`src/rtl/control_sequencer.sv`:
```
// Hardwired control unit: runs the three fetch steps, decodes the opcode in
// IR[31:27] and walks the per-instruction micro-sequence. Afterwards it
// returns to T0, or parks in HALT.
module control_sequencer #(
    parameter int                  ALU_OP_W = 4,
    parameter logic [ALU_OP_W-1:0] OP_ADD   = 4'd0,
    parameter logic [ALU_OP_W-1:0] OP_SUB   = 4'd1,
    parameter logic [ALU_OP_W-1:0] OP_AND   = 4'd2,
    parameter logic [ALU_OP_W-1:0] OP_OR    = 4'd3
) (
    input  logic                clock,
    input  logic                clear,
    input  logic [31:0]         IR,
    input  logic                CON,
    output logic                PCout,
    output logic                MARin,
    output logic                IncPC,
    output logic                memRead,
    output logic                MDRin,
    output logic                MDRout,
    output logic                IRin,
    output logic                Gra,
    output logic                Grb,
    output logic                Grc,
    output logic                Rin,
    output logic                Rout,
    output logic                BAout,
    output logic                R15in,
    output logic                Yin,
    output logic                Zin,
    output logic                Zlowout,
    output logic                Cout,
    output logic                PCin,
    output logic                CONin,
    output logic                ramEnable,
    output logic                InPort_Out,
    output logic                OutPort_In,
    output logic [ALU_OP_W-1:0] alu_op,
    output logic                run
);

    localparam logic [4:0] OPC_LD   = 5'b00000;
    localparam logic [4:0] OPC_LDI  = 5'b00001;
    localparam logic [4:0] OPC_ST   = 5'b00010;
    localparam logic [4:0] OPC_ADD  = 5'b00011;
    localparam logic [4:0] OPC_SUB  = 5'b00100;
    localparam logic [4:0] OPC_AND  = 5'b00101;
    localparam logic [4:0] OPC_OR   = 5'b00110;
    localparam logic [4:0] OPC_ADDI = 5'b01100;
    localparam logic [4:0] OPC_BR   = 5'b10010;
    localparam logic [4:0] OPC_JR   = 5'b10100;
    localparam logic [4:0] OPC_JAL  = 5'b10101;
    localparam logic [4:0] OPC_IN   = 5'b10110;
    localparam logic [4:0] OPC_OUT  = 5'b10111;
    localparam logic [4:0] OPC_HALT = 5'b11011;

    typedef enum logic [3:0] {
        T0, T1, T2, T3, T4, T5, T6, T7, HALT
    } state_t;

    state_t     state;
    state_t     next_state;
    logic [4:0] opcode;
    logic       unused_ir;

    // IR is read live in every step; it is not reloaded between T3 and T0,
    // so no private copy of the opcode is kept.
    assign opcode    = IR[31:27];
    // Operand fields belong to the datapath; only the opcode matters here.
    assign unused_ir = ^IR[26:0];

    // State register with synchronous clear back to T0.
    always_ff @(posedge clock) begin
        // NOTE: sequential state uses non-blocking assignments so every
        // register samples pre-edge values regardless of block ordering.
        if (clear) state <= T0;
        else       state <= next_state;
    end

    // Next-state decode and Moore strobes (br T6 also looks at CON).
    always_comb begin
        // NOTE: every output gets a default first so no path infers a latch.
        next_state = state;
        PCout      = 1'b0;
        MARin      = 1'b0;
        IncPC      = 1'b0;
        memRead    = 1'b0;
        MDRin      = 1'b0;
        MDRout     = 1'b0;
        IRin       = 1'b0;
        Gra        = 1'b0;
        Grb        = 1'b0;
        Grc        = 1'b0;
        Rin        = 1'b0;
        Rout       = 1'b0;
        BAout      = 1'b0;
        R15in      = 1'b0;
        Yin        = 1'b0;
        Zin        = 1'b0;
        Zlowout    = 1'b0;
        Cout       = 1'b0;
        PCin       = 1'b0;
        CONin      = 1'b0;
        ramEnable  = 1'b0;
        InPort_Out = 1'b0;
        OutPort_In = 1'b0;
        alu_op     = OP_ADD;
        run        = 1'b1;

        // While clear is asserted every strobe stays quiet and run reads 1.
        if (!clear) begin
            case (state)
                T0: begin
                    PCout = 1'b1; MARin = 1'b1; IncPC = 1'b1;
                    next_state = T1;
                end
                T1: begin
                    memRead = 1'b1; MDRin = 1'b1;
                    next_state = T2;
                end
                T2: begin
                    MDRout = 1'b1; IRin = 1'b1;
                    next_state = T3;
                end
                T3: begin
                    next_state = T0;
                    case (opcode)
                        OPC_LD, OPC_LDI, OPC_ST: begin
                            Grb = 1'b1; BAout = 1'b1; Yin = 1'b1; next_state = T4;
                        end
                        OPC_ADD, OPC_SUB, OPC_AND, OPC_OR, OPC_ADDI: begin
                            Grb = 1'b1; Rout = 1'b1; Yin = 1'b1; next_state = T4;
                        end
                        OPC_BR: begin
                            Gra = 1'b1; Rout = 1'b1; CONin = 1'b1; next_state = T4;
                        end
                        OPC_JR:   begin Gra = 1'b1; Rout = 1'b1; PCin = 1'b1; end
                        OPC_JAL:  begin R15in = 1'b1; PCout = 1'b1; next_state = T4; end
                        OPC_IN:   begin Gra = 1'b1; Rin = 1'b1; InPort_Out = 1'b1; end
                        OPC_OUT:  begin Gra = 1'b1; Rout = 1'b1; OutPort_In = 1'b1; end
                        OPC_HALT: next_state = HALT;
                        default:  ;  // nop and undefined opcodes: one idle step
                    endcase
                end
                T4: begin
                    next_state = T5;
                    case (opcode)
                        OPC_LD, OPC_LDI, OPC_ST, OPC_ADDI: begin
                            Cout = 1'b1; Zin = 1'b1;
                        end
                        OPC_ADD: begin Grc = 1'b1; Rout = 1'b1; Zin = 1'b1; alu_op = OP_ADD; end
                        OPC_SUB: begin Grc = 1'b1; Rout = 1'b1; Zin = 1'b1; alu_op = OP_SUB; end
                        OPC_AND: begin Grc = 1'b1; Rout = 1'b1; Zin = 1'b1; alu_op = OP_AND; end
                        OPC_OR:  begin Grc = 1'b1; Rout = 1'b1; Zin = 1'b1; alu_op = OP_OR;  end
                        OPC_BR:  begin PCout = 1'b1; Yin = 1'b1; end
                        OPC_JAL: begin
                            Gra = 1'b1; Rout = 1'b1; PCin = 1'b1; next_state = T0;
                        end
                        default: next_state = T0;
                    endcase
                end
                T5: begin
                    next_state = T0;
                    case (opcode)
                        OPC_LD, OPC_ST: begin
                            Zlowout = 1'b1; MARin = 1'b1; next_state = T6;
                        end
                        OPC_LDI, OPC_ADD, OPC_SUB, OPC_AND, OPC_OR, OPC_ADDI: begin
                            Zlowout = 1'b1; Gra = 1'b1; Rin = 1'b1;
                        end
                        OPC_BR: begin Cout = 1'b1; Zin = 1'b1; next_state = T6; end
                        default: ;
                    endcase
                end
                T6: begin
                    next_state = T0;
                    case (opcode)
                        OPC_LD: begin memRead = 1'b1; MDRin = 1'b1; next_state = T7; end
                        OPC_ST: begin
                            Gra = 1'b1; Rout = 1'b1; MDRin = 1'b1; next_state = T7;
                        end
                        // The step is always spent; only the PC update is conditional.
                        OPC_BR: begin Zlowout = CON; PCin = CON; end
                        default: ;
                    endcase
                end
                T7: begin
                    next_state = T0;
                    case (opcode)
                        OPC_LD:  begin MDRout = 1'b1; Gra = 1'b1; Rin = 1'b1; end
                        OPC_ST:  ramEnable = 1'b1;
                        default: ;
                    endcase
                end
                HALT: begin
                    run = 1'b0;
                    next_state = HALT;
                end
                default: next_state = T0;
            endcase
        end
    end

endmodule

```
`config.mk`:
```
export PLATFORM = sky130hd
export DESIGN_NAME = control_sequencer
export DESIGN_NICKNAME = d
export VERILOG_FILES = /design/src/rtl/control_sequencer.sv
export SDC_FILE = /design/constraint.sdc
export NUM_CORES = 1
export LEC_CHECK = 0
export ABC_AREA = 1
export BUFFER_PORTS_ARGS = -buffer_cell sky130_fd_sc_hd__buf_2
export CAP_MARGIN = 30
export CORE_MARGIN = 1.5
export CORE_UTILIZATION = 40
export DETAILED_ROUTE_END_ITERATION = 12
export PLACE_DENSITY = 0.8
export SYNTH_ARGS = -nofsm -noshare
export SYNTH_HDL_FRONTEND = slang
export SYNTH_SLANG_ARGS = --single-unit
```
`constraint.sdc`:
```
create_clock -name clock -period 1.7 [get_ports clock]
set_input_delay 0.255 -clock clock [delete_from_list [all_inputs] [get_ports clock]]
set_output_delay 0.255 -clock clock [all_outputs]
set_load 0.01 [all_outputs]
```
# ---- Word-level counts from Yosys, hierarchy flattened
# Index checks and enable logic that the tools add are counted.
# Widths: inputs -> output; s select.
dict set report totals {
  register_bits 4
  latch_bits 0
  mem_bits_rw 0
  rom_bits 0
  inputBits 35
  word_cells 109
  memories 0
}
dict set report classes {
  n_addsub 0
  mul 0
  n_div 0
  magnitude_cmp 0
  eq_ne 21
  shift 0
  muxes 73
  n_bitwise 0
  reduce_logical 14
}
# op n
set ops {}
lappend ops {{$mux 1} 52}
lappend ops {{$pmux 4 s8} 1}
lappend ops {{$eq 5x5->1 const B} 6}
lappend ops {{$eq 4x3->1 const B} 4}
lappend ops {{$pmux 1 s2} 8}
lappend ops {{$reduce_or 8->1} 2}
lappend ops {{$eq 5x3->1 const B} 3}
lappend ops {{$pmux 1 s3} 4}
lappend ops {{$reduce_or 4->1} 3}
lappend ops {{$eq 5x2->1 const B} 2}
lappend ops {{$reduce_or 10->1} 1}
lappend ops {{$mux 3} 3}
lappend ops {{$reduce_or 9->1} 1}
lappend ops {{$eq 4x2->1 const B} 2}
lappend ops {{$pmux 4 s2} 1}
lappend ops {{$pmux 2 s3} 1}
lappend ops {{$reduce_or 3->1} 2}
lappend ops {{$reduce_or 6->1} 1}
lappend ops {{$eq 5x1->1 const B} 1}
lappend ops {{$eq 5x4->1 const B} 1}
lappend ops {{$logic_not 5->1} 1}
lappend ops {{$pmux 1 s5} 1}
lappend ops {{$reduce_or 5->1} 1}
lappend ops {{$eq 4x1->1 const B} 1}
lappend ops {{4 further kinds} 5}

# ---- Logic depth before layout (Yosys ltp)
# Gate-level depths: netlist of the first run.
dict set report logic_depth {
  word_depth 5
  ltp_mapped 11
  mapped_depth_nobuf 11
}

# ---- Worst setup path after synthesis of the first run
# OpenSTA, ideal clock, no wires.
dict set report synth_timing {
  kind {register to output}
  from {register state[3]}
  to {output PCout}
  arrival_ns 1.213
  t_required_ns 1.445
  setup_slack_ns 0.232
  path_stages_with_launch 6
  n_path_buf 0
  cell_sequence {dfxtp_1 nor2_1 nand2_1 nor2_1 inv_1 o21ai_0}
}
dict set report synth_between {
  elab_chain_len 3
  elab_cells_between_ends 5
}
# item line_no
set synth_lines {}
lappend synth_lines {{start, declared} 61} ;# state_t state;
lappend synth_lines {{start signal, assigned} 77} ;# else state <= next_state;
lappend synth_lines {{$eq 4x3->1, or another cell as far along} 112} ;# case (state)
lappend synth_lines {{$pmux 1 s3 *} 112}
lappend synth_lines {{$mux 1 *} 111} ;# if (!clear) begin
lappend synth_lines {{end, declared} 15} ;# output logic PCout,
# Every way passes the cells marked *; elsewhere a longest branch is shown, timed or not.

# ---- Final worst setup path of the first run
dict set report layout_timing {
  from {register state[3]}
  to {output Zlowout}
}
dict set report layout_between {
  elab_chain_len 3
  elab_cells_between_ends 4
}
# item line_no
set layout_lines {}
lappend layout_lines {{$eq 4x3->1} 112}
lappend layout_lines {{$pmux 1 s2 *} 112}
lappend layout_lines {{$mux 1 *} 111}
lappend layout_lines {{end, declared} 31} ;# output logic Zlowout,
# Marks and branches as above.

==> results of run 1 <==
==> metrics by stage <==
stage	setup TNS [ns]	power, mW
2_1_floorplan	0	0.206
3_3_place_gp	0	0.251
3_5_place_dp	0	0.252
4_1_cts	-0.0552	0.373
5_1_grt	-0.564	0.427
6_report	-0.0110	0.394
==> cells by family after synthesis <==
kind of cell	count (synthesis)
and+or+nand+nor	102
buffers and inverters	36
DFF	4
AOI/OAI and AO/OA	21
other	1
==> synth_stat cells <==
cell and count:
sky130_fd_sc_hd__nand2_1 40, sky130_fd_sc_hd__nor2_4 4, sky130_fd_sc_hd__o21ai_2 1, sky130_fd_sc_hd__nor2_1 24, sky130_fd_sc_hd__nand4_1 3, sky130_fd_sc_hd__nor3_1 4
sky130_fd_sc_hd__o211ai_1 1, sky130_fd_sc_hd__o21ai_0 3, sky130_fd_sc_hd__nand2_2 1, sky130_fd_sc_hd__a31oi_1 3, sky130_fd_sc_hd__conb_1 1, sky130_fd_sc_hd__inv_2 5
sky130_fd_sc_hd__and3_1 2, sky130_fd_sc_hd__dfxtp_1 4, sky130_fd_sc_hd__o21ai_1 1, sky130_fd_sc_hd__nor2_2 5, sky130_fd_sc_hd__inv_1 27, sky130_fd_sc_hd__nand3_2 3
sky130_fd_sc_hd__clkbuf_1 2, sky130_fd_sc_hd__a21oi_1 11, sky130_fd_sc_hd__buf_4 2, sky130_fd_sc_hd__nand3_1 16, sky130_fd_sc_hd__o21a_1 1
==> power breakdown <==
| part | internal, mW | switching (mW) | total [mW] |
|---|---|---|---|
| sequential | 0.0975 | 0.00706 | 0.105 |
| clock | 0.0789 | 0.0385 | 0.117 |
| combinational | 0.0577 | 0.114 | 0.172 |
==> layer usage <==
metal,share of wire,GRT usage
met4,0.010,0.0381
met3,0.062,0.00926
met1,0.40,0.279
met2,0.52,0.382
met5,0,0
==> worst max-delay path, cell delays in order, from the launching register on <==
cell and delay [ns]:
sky130_fd_sc_hd__dfxtp_4 0.35, sky130_fd_sc_hd__inv_4 0.05, sky130_fd_sc_hd__nand2_4 0.07, sky130_fd_sc_hd__nor3_1 0.17, sky130_fd_sc_hd__buf_4 0.17, sky130_fd_sc_hd__nand2_1 0.07
sky130_fd_sc_hd__a31oi_1 0.18, sky130_fd_sc_hd__buf_2 0.16
==> cell type report <==
| type | instances | area share |
|---|---|---|
| multi-input combinational | 125 | 0.559 |
| timing repair buffer | 45 | 0.211 |
| inverter | 32 | 0.107 |
| tap | 27 | 0.0279 |
| sequential | 4 | 0.0764 |
| clock buffer | 3 | 0.0186 |
==> final timing paths <==
kind                                          start             endpoint  slack (ns)  cells past startpoint
worst min-delay path                         IR[31]  state[3]$_SDFF_PP0_        0.43                      3
worst max-delay path            state[3]$_SDFF_PP0_              Zlowout      -0.009                      7
worst max register to register  state[3]$_SDFF_PP0_  state[2]$_SDFF_PP0_        0.38                      8
worst min register to register  state[2]$_SDFF_PP0_  state[3]$_SDFF_PP0_        0.64                      3
==> timing repair <==
| action | 4_1_cts | 5_1_grt |
|---|---|---|
| buffers inserted | 1 | 6 |
| gates resized for setup | 9 | 33 |
| hold endpoints to repair | 0 | 0 |
| pin swaps | 2 | 10 |
| setup endpoints to repair | 7 | 20 |
| hold buffers | 0 | 0 |
==> results.cfg, run 1 <==
[outcome]
run_status = finished, violations left
failed_checks = setup timing

[drt]
detail_route.drc_violations = 0
drt_iter0_markers = 15
number_of_antenna_violating_nets_in_the_routed_design = 0
num_vias = 1203
vias_per_cell = 5.10
dr.pass1.iters = 4
detail_route.wl_per_cell_um = 11.3
routed_wl_um = 2680

[synthesis]
syn-instance-count = 164
yosys.area.top_type_share = 0.181
synth.avg_cell_area_sq_um = 5.05
synth-seq-cells = 4
synthSimpleGateAreaFrac = 0.585
synth_top_family_by_area = simple AND/OR/NAND/NOR gates
synth_seq_area_share = 0.0967
synth_compound_gate_area_share = 0.142
synth_top_cells_by_area = sky130_fd_sc_hd__nand2_1 18%, sky130_fd_sc_hd__inv_1 12%, sky130_fd_sc_hd__nor2_1 11%
yosys.area_share.xor_xnor = 0
synthDistinctLibCells = 23
yosys_warnings = 0
synth_area_leader_cell = sky130_fd_sc_hd__nand2_1
synth.cell_area_sq_um = 828
synth_fa_ha_area_frac = 0
synthMuxAreaShare = 0

[sta]
slew_viol_final = 0
finalSetupViolCount = 2
report.final.hold_viol_count = 0
finalHoldWorstSlack_ns = 0.427
finalWorstSetupSlack_ns = -0.00921
finalWorstPathRequiredPeriod_ns = 1.71
rsz0062_at_grt = yes
finalCritPeriodShare = 1.01
fin_skew_ns = 0.0110
max_clock_freq_mhz = 585

[critical_path]
critPathRequiredTime_ns = 1.44
path_class = reg2out
arrival_ns = 1.45
critPathCaptureType = output pin
crit_path_start_kind = flip-flop
worstPathMaxFanout = 4

[place]
place_area_sq_mm = 0.00105
place.gp.congestion = 0.918
pre_cts_ws_ns = 0.0424
detailed_place_hpwl_um = 1870
dp_cells = 226
port_buffers = 33

[floorplanning]
die_w_um = 48.5
floorplan.io_pins = 63
die-height_um = 48.5
design.core.area_sq_mm = 0.00196
rows = 16
start_util = 0.422
floorplan.die_area_sq_mm = 0.00235

[global_routing]
grt_pass1_vias = 989
gr-usage-all-layers = 0.210
global_route_total_overflow = 0
first_pass_grt_wire_length_um = 4080
largest_net_degree_at_the_start_of_global_routing = 17
antenna_found_initial = 0

[layout]
layout_common_cells = 34 x sky130_fd_sc_hd__nand2_1, 33 x sky130_fd_sc_hd__buf_2, 21 x sky130_fd_sc_hd__nor2_1, 18 x sky130_fd_sc_hd__inv_1, 16 x sky130_fd_sc_hd__nand3_1
finalInstanceArea_sq_mm = 0.00121
fin_util = 0.617
layout_commonest_cell = sky130_fd_sc_hd__nand2_1
fin_cells = 236
antenna_cells = 0
register_bank_with_the_most_flops = state
fillerInstances = 224
reg.largest.list = state x4
largest_register_ffs = 4
flow.area_growth_from_synthesis_pct = 46.2
share_of_layout_cells_above_drive_strength_1 = 0.445
seqCellArea_sq_um = 92.6
area_used_by_multi_input_combinational_logic_sq_um = 677
layout.nets = 246

[clock_tree]
cts.sinks = 4
clk_pin_slew_ns = 0.04
clock_tree_from_tritoncts = yes
cts_max_level = 1
clkLatencyLatePin_ns = 0.24
cts-buffers-inserted = 3
clock_tree.buffer_depth = 2
clock-root-buffer = sky130_fd_sc_hd__clkbuf_4

[pwr]
power_density_mw_per_mm2 = 325
p_leak_nw = 0.701
ir_drop_mv = 0.484

[job]
timing.max_cap.violations = 0

[min_path]
timing.hold.worst.class = in2reg
Note: power is estimated with default switching activity, not from simulation.
==> run 2, diff against run 1 <==
--- a/config.mk
+++ b/config.mk
@@ -8,10 +8,12 @@
 export ABC_AREA = 1
 export BUFFER_PORTS_ARGS = -buffer_cell sky130_fd_sc_hd__buf_2
 export CAP_MARGIN = 30
+export CELL_PAD_IN_SITES_DETAIL_PLACEMENT = 1
+export CELL_PAD_IN_SITES_GLOBAL_PLACEMENT = 1
 export CORE_MARGIN = 1.5
-export CORE_UTILIZATION = 40
+export CORE_UTILIZATION = 23
 export DETAILED_ROUTE_END_ITERATION = 12
-export PLACE_DENSITY = 0.8
+export PLACE_DENSITY_LB_ADDON = 0.1
 export SYNTH_ARGS = -nofsm -noshare
 export SYNTH_HDL_FRONTEND = slang
 export SYNTH_SLANG_ARGS = --single-unit
==> run 2 against run 1 <==
Compared with the run above:
- the flow still finishes with violations (setup timing)
- utilization decreased by 24 points
- count of clock-buffer cells in the layout unchanged
- first-iteration DRC count grew to 3.5 times the previous value
- global-route usage decreased by 4.4 points
- critical endpoint unchanged
==> results.cfg, run 2 (synthesized netlist as in run 1, its figures left out) <==
[pwr]
p_leak_nw = 0.702
power.total_mw = 0.413
power_density_mw_per_mm2 = 323
ir_drop_mv = 0.124

[critical_path]
worstPathMaxFanout = 4
critical_path.reg2reg.endpoint = state[2]$_SDFF_PP0_
crit_path_start_kind = flip-flop
path_class = reg2out
worst_r2r_startpoint = state[3]$_SDFF_PP0_
ff2ff_setup_slack_ns = 0.32
last_element_of_the_critical_path = Zlowout
critPathCaptureType = output pin
critPathRequiredTime_ns = 1.44
critical_path.startpoint = state[3]$_SDFF_PP0_
arrival_ns = 1.46
worstRegToRegCells = 9

[global_routing]
first_pass_grt_wire_length_um = 5420
largest_net_degree_at_the_start_of_global_routing = 11
global_route_total_overflow = 0
gr-usage-all-layers = 0.166
antenna_found_initial = 0
grt_pass1_vias = 1173

[place]
dp_cells = 248
detailed_place_hpwl_um = 2700
place.gp.congestion = 0.797
port_buffers = 33
place_area_sq_mm = 0.00109

[min_path]
timing.hold.worst.class = in2reg

[clock_tree]
cts_max_level = 1
clock-root-buffer = sky130_fd_sc_hd__clkbuf_4
clock_tree_from_tritoncts = yes
clock_tree.buffer_depth = 2
clkLatencyLatePin_ns = 0.24
clk_pin_slew_ns = 0.04
cts.sinks = 4
postCtsHoldBufs = 0
cts-buffers-inserted = 3

[floorplanning]
design.core.area_sq_mm = 0.00339
floorplan.io_pins = 63
start_util = 0.244
floorplan.die_area_sq_mm = 0.00397
die-height_um = 63.0
die_w_um = 63.0
rows = 21

[layout]
layout_commonest_cell = sky130_fd_sc_hd__nand2_1
fin_util = 0.377
share_of_layout_cells_above_drive_strength_1 = 0.469
register_bank_with_the_most_flops = state
finalInstanceArea_sq_mm = 0.00128
layout.nets = 248
antenna_cells = 0
flow.area_growth_from_synthesis_pct = 54.4
fin_cells = 257
largest_register_ffs = 4
fillerInstances = 478
reg.largest.list = state x4
layout_common_cells = 34 x sky130_fd_sc_hd__nand2_1, 33 x sky130_fd_sc_hd__buf_2, 19 x sky130_fd_sc_hd__inv_1, 18 x sky130_fd_sc_hd__nor2_1, 16 x sky130_fd_sc_hd__nand3_1

[sta]
finalSetupViolCount = 2
max_clock_freq_mhz = 582
report.final.hold_viol_count = 0
finalWorstSetupSlack_ns = -0.0196
fin_skew_ns = 0.00476
rsz0062_at_grt = yes
slew_viol_final = 0
finalWorstPathRequiredPeriod_ns = 1.72
finalCritPeriodShare = 1.01

[drt]
num_vias = 1197
detail_route.drc_violations = 0
routed_wl_um = 3380
detail_route.wl_per_cell_um = 13.1
dr.pass1.iters = 4
vias_per_cell = 4.66
drt_iter0_markers = 52
number_of_antenna_violating_nets_in_the_routed_design = 0

[job]
timing.max_cap.violations = 0

[outcome]
failed_checks = setup timing
run_status = finished, violations left
-- run 2: critical path, stage by stage (launching register included) --
cell and delay (ns):
sky130_fd_sc_hd__dfxtp_2 0.33, sky130_fd_sc_hd__inv_2 0.06, sky130_fd_sc_hd__nand2_4 0.07, sky130_fd_sc_hd__buf_6 0.12, sky130_fd_sc_hd__nor3_2 0.11, sky130_fd_sc_hd__buf_4 0.17
sky130_fd_sc_hd__o21ai_4 0.06, sky130_fd_sc_hd__a31oi_1 0.16, sky130_fd_sc_hd__buf_2 0.15
-- run 2: how the worst min path moves through the flow --
stage,startpoint,to,depth (start not counted)
final,IR[31],state[3]$_SDFF_PP0_,3
after detailed placement,state[3]$_SDFF_PP0_,state[3]$_SDFF_PP0_,2
after CTS,IR[31],state[3]$_SDFF_PP0_,3
after global routing,IR[31],state[3]$_SDFF_PP0_,3
after global placement,state[3]$_SDFF_PP0_,state[3]$_SDFF_PP0_,2
after floorplan,IR[31],state[3]$_SDFF_PP0_,2
-- run 2: metal layers --
layer | track usage | part of all wire | vias up
met1 | 0.225 | 0.47 | 553
li1 | - | - | 615
met2 | 0.290 | 0.49 | 27
met4 | 0.00833 | 0.0044 | 0
met5 | 0 | 0 | -
met3 | 0.0234 | 0.030 | 2
-- run 2: power breakdown --
part           internal, mW  leakage [nW]  switching, mW
registers            0.0990        0.0350        0.00800
clock network        0.0791        0.0138         0.0413
logic                0.0612         0.653          0.124
total                 0.239         0.702          0.174
-- run 2: cell type report --
cell class | count | area (sq um) | area share
repair buffers | 47 | 274 | 0.214
clock buffers | 3 | 22.5 | 0.0176
flip-flops and latches | 4 | 90.1 | 0.0704
inverters | 32 | 125 | 0.0978
multi-input cells | 125 | 709 | 0.555
well taps | 46 | 57.6 | 0.0450
-- run 2: metrics by stage --
stage,setup slack (ns),hold slack [ns],TNS [ns]
final,-0.0196,0.379,-0.0334
after global routing,-0.0955,0.410,-1.05
after CTS,-0.0158,0.370,-0.0158
after detailed placement,-0.0441,0.515,-0.0569
after global placement,-0.0144,0.507,-0.0194
after floorplan,0.232,0.415,0
-- run 2: repair_timing --
item	CTS	global route
gates cloned	0	0
resized for setup	21	23
pin swaps	6	10
setup endpoints to repair	15	15
setup buffers	4	2
